[src/rtl/multicore_ctrl_pkg.sv]
// Shared types and default widths for the multicore run controller.
package multicore_ctrl_pkg;

   typedef enum logic [1:0] {
      StIdle,
      StRun,
      StDrain,
      StDone
   } state_e;

   localparam int unsigned DefNCores = 4;
   localparam int unsigned DefAddrW  = 12;
   localparam int unsigned DefDataW  = 12;
   localparam int unsigned DefCntW   = 16;

endpackage

[src/rtl/multicore_ctrl_if.sv]
// Core-side control/access signals and the shared data-memory port of the run controller.
interface multicore_ctrl_if
   import multicore_ctrl_pkg::*;
#(
   parameter int unsigned N_CORES = DefNCores,
   parameter int unsigned ADDR_W  = DefAddrW,
   parameter int unsigned DATA_W  = DefDataW,
   parameter int unsigned CNT_W   = DefCntW
);
   logic                        start;
   logic [N_CORES-1:0]          core_mask;
   logic [N_CORES-1:0]          core_start;
   logic [N_CORES-1:0]          core_end;
   logic [N_CORES-1:0]          core_req;
   logic [N_CORES-1:0]          core_we;
   logic [N_CORES*ADDR_W-1:0]   core_addr;
   logic [N_CORES*DATA_W-1:0]   core_wdata;
   logic [N_CORES-1:0]          core_gnt;
   logic [N_CORES-1:0]          core_rvalid;
   logic [DATA_W-1:0]           core_rdata;
   logic [ADDR_W-1:0]           mem_addr;
   logic [DATA_W-1:0]           mem_wdata;
   logic                        mem_we;
   logic                        mem_re;
   logic [DATA_W-1:0]           mem_rdata;
   logic                        busy;
   logic                        done;
   logic [CNT_W-1:0]            run_cycles;

   // Environment side: cores, launcher and memory.
   modport master (
      output start, core_mask, core_end, core_req, core_we, core_addr, core_wdata, mem_rdata,
      input  core_start, core_gnt, core_rvalid, core_rdata, mem_addr, mem_wdata, mem_we, mem_re,
             busy, done, run_cycles
   );

   // Controller side.
   modport slave (
      input  start, core_mask, core_end, core_req, core_we, core_addr, core_wdata, mem_rdata,
      output core_start, core_gnt, core_rvalid, core_rdata, mem_addr, mem_wdata, mem_we, mem_re,
             busy, done, run_cycles
   );

endinterface

[src/rtl/rr_arbiter.sv]
// Round-robin arbiter: search starts one past the last granted index, pointer resets to 0.
module rr_arbiter #(
   parameter int unsigned N = 4
) (
   input  logic         clk,
   input  logic         rst,
   input  logic [N-1:0] req_i,
   input  logic         advance_i,
   output logic [N-1:0] gnt_o
);
   localparam int unsigned IdxW = (N > 1) ? $clog2(N) : 1;

   logic [IdxW-1:0] ptr_q, ptr_d;
   logic [IdxW-1:0] gnt_idx;
   logic [IdxW-1:0] cand;
   logic            found;

   always_comb begin
      gnt_o   = '0;
      gnt_idx = ptr_q;
      cand    = ptr_q;
      found   = 1'b0;
      for (int unsigned k = 0; k < N; k++) begin
         cand = IdxW'((32'(ptr_q) + k) % N);
         if (!found && req_i[cand]) begin
            found   = 1'b1;
            gnt_idx = cand;
         end
      end
      if (found) begin
         gnt_o[gnt_idx] = 1'b1;
      end
   end

   always_comb begin
      ptr_d = ptr_q;
      if (advance_i && found) begin
         ptr_d = (gnt_idx == IdxW'(N - 1)) ? '0 : gnt_idx + 1'b1;
      end
   end

   always_ff @(posedge clk) begin
      if (rst) begin
         ptr_q <= '0;
      end else begin
         ptr_q <= ptr_d;
      end
   end

endmodule

[src/rtl/multicore_ctrl.sv]
// Launches a set of cores, arbitrates their data-memory accesses and tracks run completion.
module multicore_ctrl
   import multicore_ctrl_pkg::*;
#(
   parameter int unsigned N_CORES = DefNCores,
   parameter int unsigned ADDR_W  = DefAddrW,
   parameter int unsigned DATA_W  = DefDataW,
   parameter int unsigned CNT_W   = DefCntW
) (
   input  logic             clk,
   input  logic             rst,
   multicore_ctrl_if.slave  bus
);
   state_e state_q, state_d;

   logic [N_CORES-1:0] act_mask_q, act_mask_d;
   logic [N_CORES-1:0] end_seen_q, end_seen_d;
   logic [N_CORES-1:0] gnt_q, gnt_d;
   logic [N_CORES-1:0] rvalid_q, rvalid_d;
   logic [ADDR_W-1:0]  mem_addr_q, mem_addr_d;
   logic [DATA_W-1:0]  mem_wdata_q, mem_wdata_d;
   logic               mem_we_q, mem_we_d;
   logic               mem_re_q, mem_re_d;
   logic [CNT_W-1:0]   run_cycles_q, run_cycles_d;

   logic               launch, all_ended, busy;
   logic [N_CORES-1:0] eligible, arb_gnt;
   logic [ADDR_W-1:0]  sel_addr;
   logic [DATA_W-1:0]  sel_wdata;
   logic               sel_we;

   assign launch    = ((state_q == StIdle) || (state_q == StDone)) && bus.start
                      && (bus.core_mask != '0);
   assign all_ended = ((end_seen_q | bus.core_end) & act_mask_q) == act_mask_q;

   always_ff @(posedge clk) begin
      if (rst) begin
         state_q <= StIdle;
      end else begin
         state_q <= state_d;
      end
   end

   always_comb begin
      state_d = state_q;
      unique case (state_q)
         StIdle, StDone: if (launch)    state_d = StRun;
         StRun:          if (all_ended) state_d = StDrain;
         StDrain:        if (!mem_re_q) state_d = StDone;
         default:                       state_d = StIdle;
      endcase
   end

   always_comb begin
      busy            = (state_q == StRun) || (state_q == StDrain);
      bus.busy        = busy;
      bus.done        = (state_q == StDone);
      bus.core_start  = busy ? act_mask_q : '0;
      bus.core_gnt    = gnt_q;
      bus.core_rvalid = rvalid_q;
      bus.core_rdata  = (rvalid_q != '0) ? bus.mem_rdata : '0;
      bus.mem_addr    = mem_addr_q;
      bus.mem_wdata   = mem_wdata_q;
      bus.mem_we      = mem_we_q;
      bus.mem_re      = mem_re_q;
      bus.run_cycles  = run_cycles_q;
   end

   // A core that ends this cycle, or was granted last cycle, does not compete.
   assign eligible = (state_q == StRun) ?
                     (bus.core_req & act_mask_q & ~end_seen_q & ~bus.core_end & ~gnt_q) : '0;

   rr_arbiter #(
      .N (N_CORES)
   ) u_arb (
      .clk       (clk),
      .rst       (rst),
      .req_i     (eligible),
      .advance_i (|eligible),
      .gnt_o     (arb_gnt)
   );

   always_comb begin
      sel_addr  = '0;
      sel_wdata = '0;
      sel_we    = 1'b0;
      for (int i = 0; i < int'(N_CORES); i++) begin
         if (arb_gnt[i]) begin
            sel_addr  = bus.core_addr[i*ADDR_W +: ADDR_W];
            sel_wdata = bus.core_wdata[i*DATA_W +: DATA_W];
            sel_we    = bus.core_we[i];
         end
      end
   end

   always_comb begin
      act_mask_d  = launch ? bus.core_mask : act_mask_q;
      end_seen_d  = end_seen_q;
      if (launch) begin
         end_seen_d = '0;
      end else if (state_q == StRun) begin
         end_seen_d = end_seen_q | (bus.core_end & act_mask_q);
      end
      gnt_d       = arb_gnt;
      mem_addr_d  = sel_addr;
      mem_wdata_d = sel_wdata;
      mem_we_d    = sel_we;
      mem_re_d    = (arb_gnt != '0) && !sel_we;
      // Read data arrives one cycle after the command, so rvalid trails the grant by one.
      rvalid_d    = mem_re_q ? gnt_q : '0;
      run_cycles_d = run_cycles_q;
      if (launch) begin
         run_cycles_d = '0;
      end else if (busy && (run_cycles_q != {CNT_W{1'b1}})) begin
         run_cycles_d = run_cycles_q + 1'b1;
      end
   end

   always_ff @(posedge clk) begin
      if (rst) begin
         act_mask_q   <= '0;
         end_seen_q   <= '0;
         gnt_q        <= '0;
         rvalid_q     <= '0;
         mem_addr_q   <= '0;
         mem_wdata_q  <= '0;
         mem_we_q     <= 1'b0;
         mem_re_q     <= 1'b0;
         run_cycles_q <= '0;
      end else begin
         act_mask_q   <= act_mask_d;
         end_seen_q   <= end_seen_d;
         gnt_q        <= gnt_d;
         rvalid_q     <= rvalid_d;
         mem_addr_q   <= mem_addr_d;
         mem_wdata_q  <= mem_wdata_d;
         mem_we_q     <= mem_we_d;
         mem_re_q     <= mem_re_d;
         run_cycles_q <= run_cycles_d;
      end
   end

endmodule

[src/flat_wrapper.sv]
// flat-port wrapper written by rule: the top's interface ports become plain ports
module multicore_ctrl_flat import multicore_ctrl_pkg::*;
#(
   parameter int unsigned N_CORES = DefNCores,
   parameter int unsigned ADDR_W  = DefAddrW,
   parameter int unsigned DATA_W  = DefDataW,
   parameter int unsigned CNT_W   = DefCntW
)
  (clk, rst, bus_start, bus_core_mask, bus_core_end, bus_core_req, bus_core_we, bus_core_addr, bus_core_wdata, bus_mem_rdata, bus_core_start, bus_core_gnt, bus_core_rvalid, bus_core_rdata, bus_mem_addr, bus_mem_wdata, bus_mem_we, bus_mem_re, bus_busy, bus_done, bus_run_cycles);
  multicore_ctrl_if #(.N_CORES(N_CORES), .ADDR_W(ADDR_W), .DATA_W(DATA_W), .CNT_W(CNT_W)) bus_i ();
  input  logic clk;
  input  logic rst;
  input wire logic [$bits(bus_i.start)-1:0] bus_start;
  input wire logic [$bits(bus_i.core_mask)-1:0] bus_core_mask;
  input wire logic [$bits(bus_i.core_end)-1:0] bus_core_end;
  input wire logic [$bits(bus_i.core_req)-1:0] bus_core_req;
  input wire logic [$bits(bus_i.core_we)-1:0] bus_core_we;
  input wire logic [$bits(bus_i.core_addr)-1:0] bus_core_addr;
  input wire logic [$bits(bus_i.core_wdata)-1:0] bus_core_wdata;
  input wire logic [$bits(bus_i.mem_rdata)-1:0] bus_mem_rdata;
  output wire logic [$bits(bus_i.core_start)-1:0] bus_core_start;
  output wire logic [$bits(bus_i.core_gnt)-1:0] bus_core_gnt;
  output wire logic [$bits(bus_i.core_rvalid)-1:0] bus_core_rvalid;
  output wire logic [$bits(bus_i.core_rdata)-1:0] bus_core_rdata;
  output wire logic [$bits(bus_i.mem_addr)-1:0] bus_mem_addr;
  output wire logic [$bits(bus_i.mem_wdata)-1:0] bus_mem_wdata;
  output wire logic [$bits(bus_i.mem_we)-1:0] bus_mem_we;
  output wire logic [$bits(bus_i.mem_re)-1:0] bus_mem_re;
  output wire logic [$bits(bus_i.busy)-1:0] bus_busy;
  output wire logic [$bits(bus_i.done)-1:0] bus_done;
  output wire logic [$bits(bus_i.run_cycles)-1:0] bus_run_cycles;
  assign bus_i.start = bus_start;
  assign bus_i.core_mask = bus_core_mask;
  assign bus_i.core_end = bus_core_end;
  assign bus_i.core_req = bus_core_req;
  assign bus_i.core_we = bus_core_we;
  assign bus_i.core_addr = bus_core_addr;
  assign bus_i.core_wdata = bus_core_wdata;
  assign bus_i.mem_rdata = bus_mem_rdata;
  assign bus_core_start = bus_i.core_start;
  assign bus_core_gnt = bus_i.core_gnt;
  assign bus_core_rvalid = bus_i.core_rvalid;
  assign bus_core_rdata = bus_i.core_rdata;
  assign bus_mem_addr = bus_i.mem_addr;
  assign bus_mem_wdata = bus_i.mem_wdata;
  assign bus_mem_we = bus_i.mem_we;
  assign bus_mem_re = bus_i.mem_re;
  assign bus_busy = bus_i.busy;
  assign bus_done = bus_i.done;
  assign bus_run_cycles = bus_i.run_cycles;
  multicore_ctrl #(.N_CORES(N_CORES), .ADDR_W(ADDR_W), .DATA_W(DATA_W), .CNT_W(CNT_W)) u_core (.clk(clk), .rst(rst), .bus(bus_i));
endmodule
[config.mk]
export PLATFORM = sky130hd
export DESIGN_NAME = multicore_ctrl_flat
export DESIGN_NICKNAME = d
export VERILOG_FILES = /design/src/rtl/multicore_ctrl_pkg.sv /design/src/rtl/multicore_ctrl_if.sv /design/src/rtl/rr_arbiter.sv /design/src/rtl/multicore_ctrl.sv /design/src/flat_wrapper.sv
export SDC_FILE = /design/constraint.sdc
export NUM_CORES = 1
export LEC_CHECK = 0
export BUFFER_PORTS_ARGS = -buffer_cell sky130_fd_sc_hd__buf_2
export CAP_MARGIN = 20
export CORE_ASPECT_RATIO = 0.9
export CORE_MARGIN = 1
export CORE_UTILIZATION = 30
export DETAILED_ROUTE_END_ITERATION = 6
export GPL_ROUTABILITY_DRIVEN = 0
export PLACE_DENSITY = 0.63
export SLEW_MARGIN = 0
export SYNTH_ARGS = -nofsm -noshare
export SYNTH_HDL_FRONTEND = slang
export SYNTH_SLANG_ARGS = --single-unit
export TNS_END_PERCENT = 5
[constraint.sdc]
create_clock -name clk -period 2.9 [get_ports clk]
set_clock_uncertainty 0.1 [all_clocks]
set_input_delay 0.145 -clock clk [delete_from_list [all_inputs] [get_ports clk]]
set_output_delay 0.145 -clock clk [all_outputs]
set_load 0.01 [all_outputs]
Word level (Yosys, flattened, before mapping)
Index checks and enable logic that the tools add are counted.
Widths: inputs -> output; s select.
{ "word_totals": {"reg_bits": 62, "input_bits": 127, "output_inout_bits": 68, "elab_cells": 105} }
{ "op_classes": {"n_addsub": 5, "order_cmp": 6, "n_eq_ne": 9, "mux": 38, "bitwise": 12, "n_reduce_logical": 24} }
{ "op_table": {"columns": ["cell", "n"], "rows": [
  ["$mux 12", 9],
  ["$and 4x4->4", 6],
  ["$add 16x1->16 const B", 1],
  ["$ne 16x16->1 const B", 1],
  ["$lt 2x3->1 const B", 5],
  ["$mux 2", 7],
  ["$mux 1", 13],
  ["$mux 4", 3],
  ["$not 4->4", 3],
  ["$reduce_bool 4->1", 3],
  ["$logic_and 1x1->1", 9],
  ["$bmux 1 s2", 4],
  ["$or 4x4->4", 2],
  ["$eq 2x2->1 const B", 3],
  ["$pmux 2 s3", 1],
  ["$reduce_or 2->1", 3],
  ["$add 2x1->2 const B", 2],
  ["$add 2x2->2 const B", 2],
  ["$eq 4x4->1", 1],
  ["$logic_not 1->1", 4],
  ["$ne 2x1->1 const B", 2],
  ["$reduce_or 4->1", 1],
  ["$reduce_and 3->1", 1],
  ["$demux 1 s2", 1],
  ["other kinds (6)", 7]
]} }

Logic depth before layout (Yosys ltp)
{ "logic_depth": {"depth_word": 28, "ltp_mapped": 15, "mapped_depth_nobuf": 13} }

Cells and area by module
A second synthesis with hierarchy kept.
{ "unflattened": {"hier_cells": 402, "area_unflattened_um2": 3373.2} }
{ "modules_own_cells": {"columns": ["module", "n_inst", "cells_each", "area_per_inst_um2", "seq_area_each_um2"], "rows": [
  ["multicore_ctrl", 1, 370, 3090.5, 1201.2],
  ["rr_arbiter", 1, 32, 282.8, 40.0]
]} }

Worst setup path after synthesis
Ideal clock, no wire load.
{ "synth_path": {"path_kind": "register to register", "startpoint": "register u_core.state_q[0]", "endpoint": "register u_core.mem_wdata_q[10], in the netlist u_core.bus.mem_wdata[10]", "setup_ns": 0.064, "arrival_time_ns": 2.684, "t_required_ns": 2.736, "path_slack_ns": 0.052, "path_stages_with_launch": 14, "n_path_buf": 3, "synth_period_minus_slack_ns": 2.848, "path_cell_list": "dfxtp_1 > ha_1 > buf_4 > nand4b_2 > nor3_4 > o22ai_1 > o32ai_1 > ha_1 > clkbuf_1 > clkbuf_1 > nand2_1 > a311oi_1 > a21oi_1 > nor2_1"} }
{ "synth_via": {"elab_chain_len": 23, "word_cells_on_any_way": 33, "classes_between": "2 x order compare; 1 x eq/ne; 23 x mux; 7 x reduce/logical"} }
{ "synth_rtl": {"columns": ["element", "line_no", "source"], "rows": [
  ["start: declaration", "multicore_ctrl.sv:14", "state_e state_q, state_d;"],
  ["start signal: assignment", "multicore_ctrl.sv:38", "state_q <= StIdle;"],
  ["start signal: assignment", "multicore_ctrl.sv:40", "state_q <= state_d;"],
  ["$eq 2x1->1 (*)", "multicore_ctrl.sv:70", "assign eligible = (state_q == StRun) ?"],
  ["$mux 4 (*)", "multicore_ctrl.sv:70", null],
  ["$bmux 1 s2", "rr_arbiter.sv:25", "if (!found && req_i[cand]) begin"],
  ["$mux 1 (not written as such)", "rr_arbiter.sv:25", null],
  ["$mux 1", "rr_arbiter.sv:25", null],
  ["$logic_not 1->1", "rr_arbiter.sv:25", null],
  ["$logic_and 1x1->1", "rr_arbiter.sv:25", null],
  ["$mux 1", "rr_arbiter.sv:25", null],
  ["(+5 left out)", null, null],
  ["$mux 2", "rr_arbiter.sv:25", null],
  ["$lt 2x3->1 (not written as such) or $ge 2x1->1 (tied branches)", "rr_arbiter.sv:31", "gnt_o[gnt_idx] = 1'b1;"],
  ["$logic_and 1x1->1 (not written as such)", "rr_arbiter.sv:31", null],
  ["$mux 1 (not written as such)", "rr_arbiter.sv:31", null],
  ["$demux 1 s2", "rr_arbiter.sv:31", null],
  ["$mux 4 (*)", "rr_arbiter.sv:30", "if (found) begin"],
  ["$mux 12 (3 in series)", "multicore_ctrl.sv:88", "if (arb_gnt[i]) begin"],
  ["$mux 12 (*)", "multicore_ctrl.sv:88", null],
  ["end signal: assignment", "multicore_ctrl.sv:136", "mem_wdata_q <= mem_wdata_d;"],
  ["end: declaration", "multicore_ctrl.sv:21", "logic [DATA_W-1:0] mem_wdata_q, mem_wdata_d;"]
]} }
Every way passes the cells marked *; elsewhere a longest branch is shown, timed or not. The select of a mux whose other input is x is not followed.
A chain may end at the register's enable or synchronous reset.

Worst setup path in the final report
{ "layout_path": {"startpoint": "register u_core.state_q[1]", "endpoint": "register u_core.mem_wdata_q[10], in the netlist u_core.bus.mem_wdata[10]"} }
The elaborated chain is that of the path after synthesis.

==> metrics.txt <==
number of max-cap violations=0; met1 layer wirelength in the final routing=4.62 mm; number of DRC violations after detailed routing=0; Unique masters post-synth=51; full die area=approximately 12,000 um^2; number of max-slew violations in the final report=0; stage delay of the slowest cell on the critical path=approximately 330 ps; crit share post-route=0.948; critical path endpoint category=flip-flop; number of synthesized flops with an enable pin=0; I/O pin count=195; global-route wire length before repair=16.8 mm; Clock power frac=0.359; wire length after detailed routing=10.9 mm; outcome=finished, final reports clean; port buffer count=194; root buffer selected by CTS=clkbuf_16; post-layout instance area=between 5000 and 6000 um^2; Final nets=770; TritonCTS Buffers=9; most used cells in the layout excluding fill and tap cells=buf_2, dfxtp_1, nand2_1; Setup violations, final=0; kind of launch point of the worst setup path=flip-flop; RSZ-0062 raised after global routing=true; clock tree from TritonCTS=yes; maximum number of pins on one net before global-route repair=30; area growth from synthesis to layout=53.4%; Netlist Area Pre-Place=3370 um^2; net switching power of the design=between 0.0008 and 0.0009 W; flop2flop setup slack=150 ps; Overflow after GRT=0; startpoint of the tightest hold check path=bus_core_addr[47]; Avg Vias per Cell=4.71; Flop pwr share=0.349; Clock Pin Slew Worst Setup and Hold Paths=50 ps; worst min-delay path category=input port to flip-flop; clk buf depth=2; Final Critical Period=approximately 2800 ps; number of instances on the worst hold path=3; routed length per placed instance=13.7 um; total number of yosys warnings=0; DP HPWL=between 8 and 9 mm; layout cells sized above 1=0.416; number of vias after detailed routing=3,729; net switching fraction of the power=0.311; hold violation count in the final report=0; reg2reg start=u_core.state_q[1]; largest fanout on the critical path=26; standard-cell row count=36; first-pass detailed-route iteration total=4; mean instance size in the synthesized netlist=about 8.2 um^2; Setup CP Type=flip-flop to flip-flop; Worst Hold Slack=3.84 ps; die extent in y=between 100 and 150 um; top layer reached by signal wires=met4; Iter 0 DRT Violations=about 130; Worst slew margin=0.600; post-route antenna net violation count=0; overall fraction of global-route tracks in use=0.185; die width=114 um; number of global-route vias before repair=3,549; maximum resistive drop on vdd=between 200 and 300 uV; met3 wirelength from detailed routing=700 um; Core Area=10,900 um^2; overall power consumption=0.00271 W; logic gate share of total power=0.293; Highest Clock Rate=364 MHz; latest clock arrival within the worst-skew pair=330 ps; internal power=0.00186 W; Met2 Wirelength=5.21 mm; cell breakdown of the critical path=inv_2, ha_4, nand4b_1, nor3_4, nand2_1, o22ai_2, o32ai_2, ha_2, buf_4, inv_1, nand3_1, a311oi_2, a21oi_1, nor2_1; Post-Syn Instances=412; share of flip-flops with an asynchronous set or reset=0; number of cells on the worst reg-to-reg path=14; reported leakage power=2.48 nW; sequential fraction of the synthesis area=0.368; starting density of the core=0.309; Top FF cell, synth=dfxtp_1; sink count of the clock tree=62; Critical Path Slowest Stage Cell=dfxtp_1; arrival time reported for the critical path endpoint=2910 ps; maximum level of the CTS H-tree=3; initial antenna violation count=0; ratio of total power to cell area=roughly 520 nW/um^2; beginning of the critical path=u_core.state_q[1]; commonest non-fill, non-tap cell in the layout=buf_2; number of synthesized register bits=62; number of diodes added for antenna fixing=0; area of placed instances=4540 um^2; Worst Max-Slew Pin Slew=approximately 600 ps; synthesized netlist net count=548; required time at the worst-slack endpoint=3060 ps
[cell usage after synthesis (all sizes together), types with 3 or more instances]
cell	instances	area, um^2
a211oi	25	238
buf	6	57.6
nor2b	21	139
nor3b	4	30.0
a221oi	4	35.0
a21oi	9	45.0
mux2i	5	50.1
o21ai	25	125
clkbuf	18	67.6
o22ai	22	138
xnor2	3	26.3
or2	5	33.8
xor2	8	70.1
nor2	38	143
nand4	6	37.5
and3	4	27.5
inv	31	116
nand4b	3	32.5
dfxtp	62	1240
nand2	53	199
nor4	5	46.3
a31oi	5	31.3
nor3	5	47.5
nand3	9	45.0
and2	5	31.3
ha	9	113
[cells by family after synthesis]
group,after synthesis,synth area share
flops,62,0.368
simple gates,164,0.258
buf+inv,55,0.0716
compound gates,106,0.226
mux,5,0.0148
xor+xnor,11,0.0286
fa+ha+maj,9,0.0334
[final timing paths]
kind                                             endpoint
worst max-delay path             u_core.bus.mem_wdata[10]
worst min-delay path              u_core.bus.mem_addr[11]
worst max register to register   u_core.bus.mem_wdata[10]
worst min register to register  u_core.bus.core_rvalid[0]
[per-layer routing]
layer | vias up | global-route usage
met1 | 1651 | 0.215
met2 | 157 | 0.326
met5 | - | 0
met4 | 0 | 0.0891
li1 | 1896 | -
met3 | 25 | 0.0429
[stage by stage]
stage / setup slack [ps] / util / cells / TNS, ps
after floorplan: 52.4 / - / 412 / 0
after global placement: 13.5 / 0.416 / 748 / 0
after detailed placement: -101 / 0.416 / 748 / -1210
after CTS: -47.0 / 0.465 / 790 / -141
after global routing: -52.8 / 0.475 / 791 / -192
final: 150 / 0.475 / 791 / 0
[critical path: cells and delay by family, from the launching register on]
| kind | cells | cell delay, ps |
|---|---|---|
| simple gates | 5 | 770 |
| compound gates | 4 | 660 |
| fa+ha+maj | 2 | 420 |
| buf+inv | 3 | 400 |
| flops | 1 | 330 |
[state kept, by name, indices dropped and copies added (netlist names), 2 cells and up]
register                flops
u_core.bus.mem_addr        12
u_core.bus.mem_wdata       12
u_core.bus.run_cycles      16
u_core.bus.core_rvalid      4
u_core.state_q              2
u_core.end_seen_q           4
u_core.u_arb.ptr_q          2
u_core.bus.core_gnt         4
u_core.act_mask_q           4
[power by group through the flow]
stage	Sequential (W)	Clock, W	Combinational (W)
floorplan	0.000957	0	0.000463
global placement	0.000954	0	0.000721
detailed placement	0.000956	0	0.000741
CTS	0.000939	0.000994	0.000772
global route	0.000950	0.00104	0.000886
finish	0.000943	0.000970	0.000792
[what timing repair did]
action                                 4_1_cts  5_1_grt
hold buffers                                26        0
setup buffers                                0        0
gates resized for setup                      2       21
endpoints found under the hold margin       26        0
pin swaps                                    0        4
gates cloned                                 0        1
setup endpoints to repair                   25       27
[cell type report]
type / instances / area [um^2]
clock inverters: 4 / 22.5
inverters: 31 / 116
repair buffers: 234 / 1360
flip-flops and latches: 62 / 1240
fillers: 1076 / 5730
clock buffers: 12 / 246
well taps: 152 / 190
multi-input cells: 296 / 2000
No activity file was read; power rests on OpenSTA's default activity.
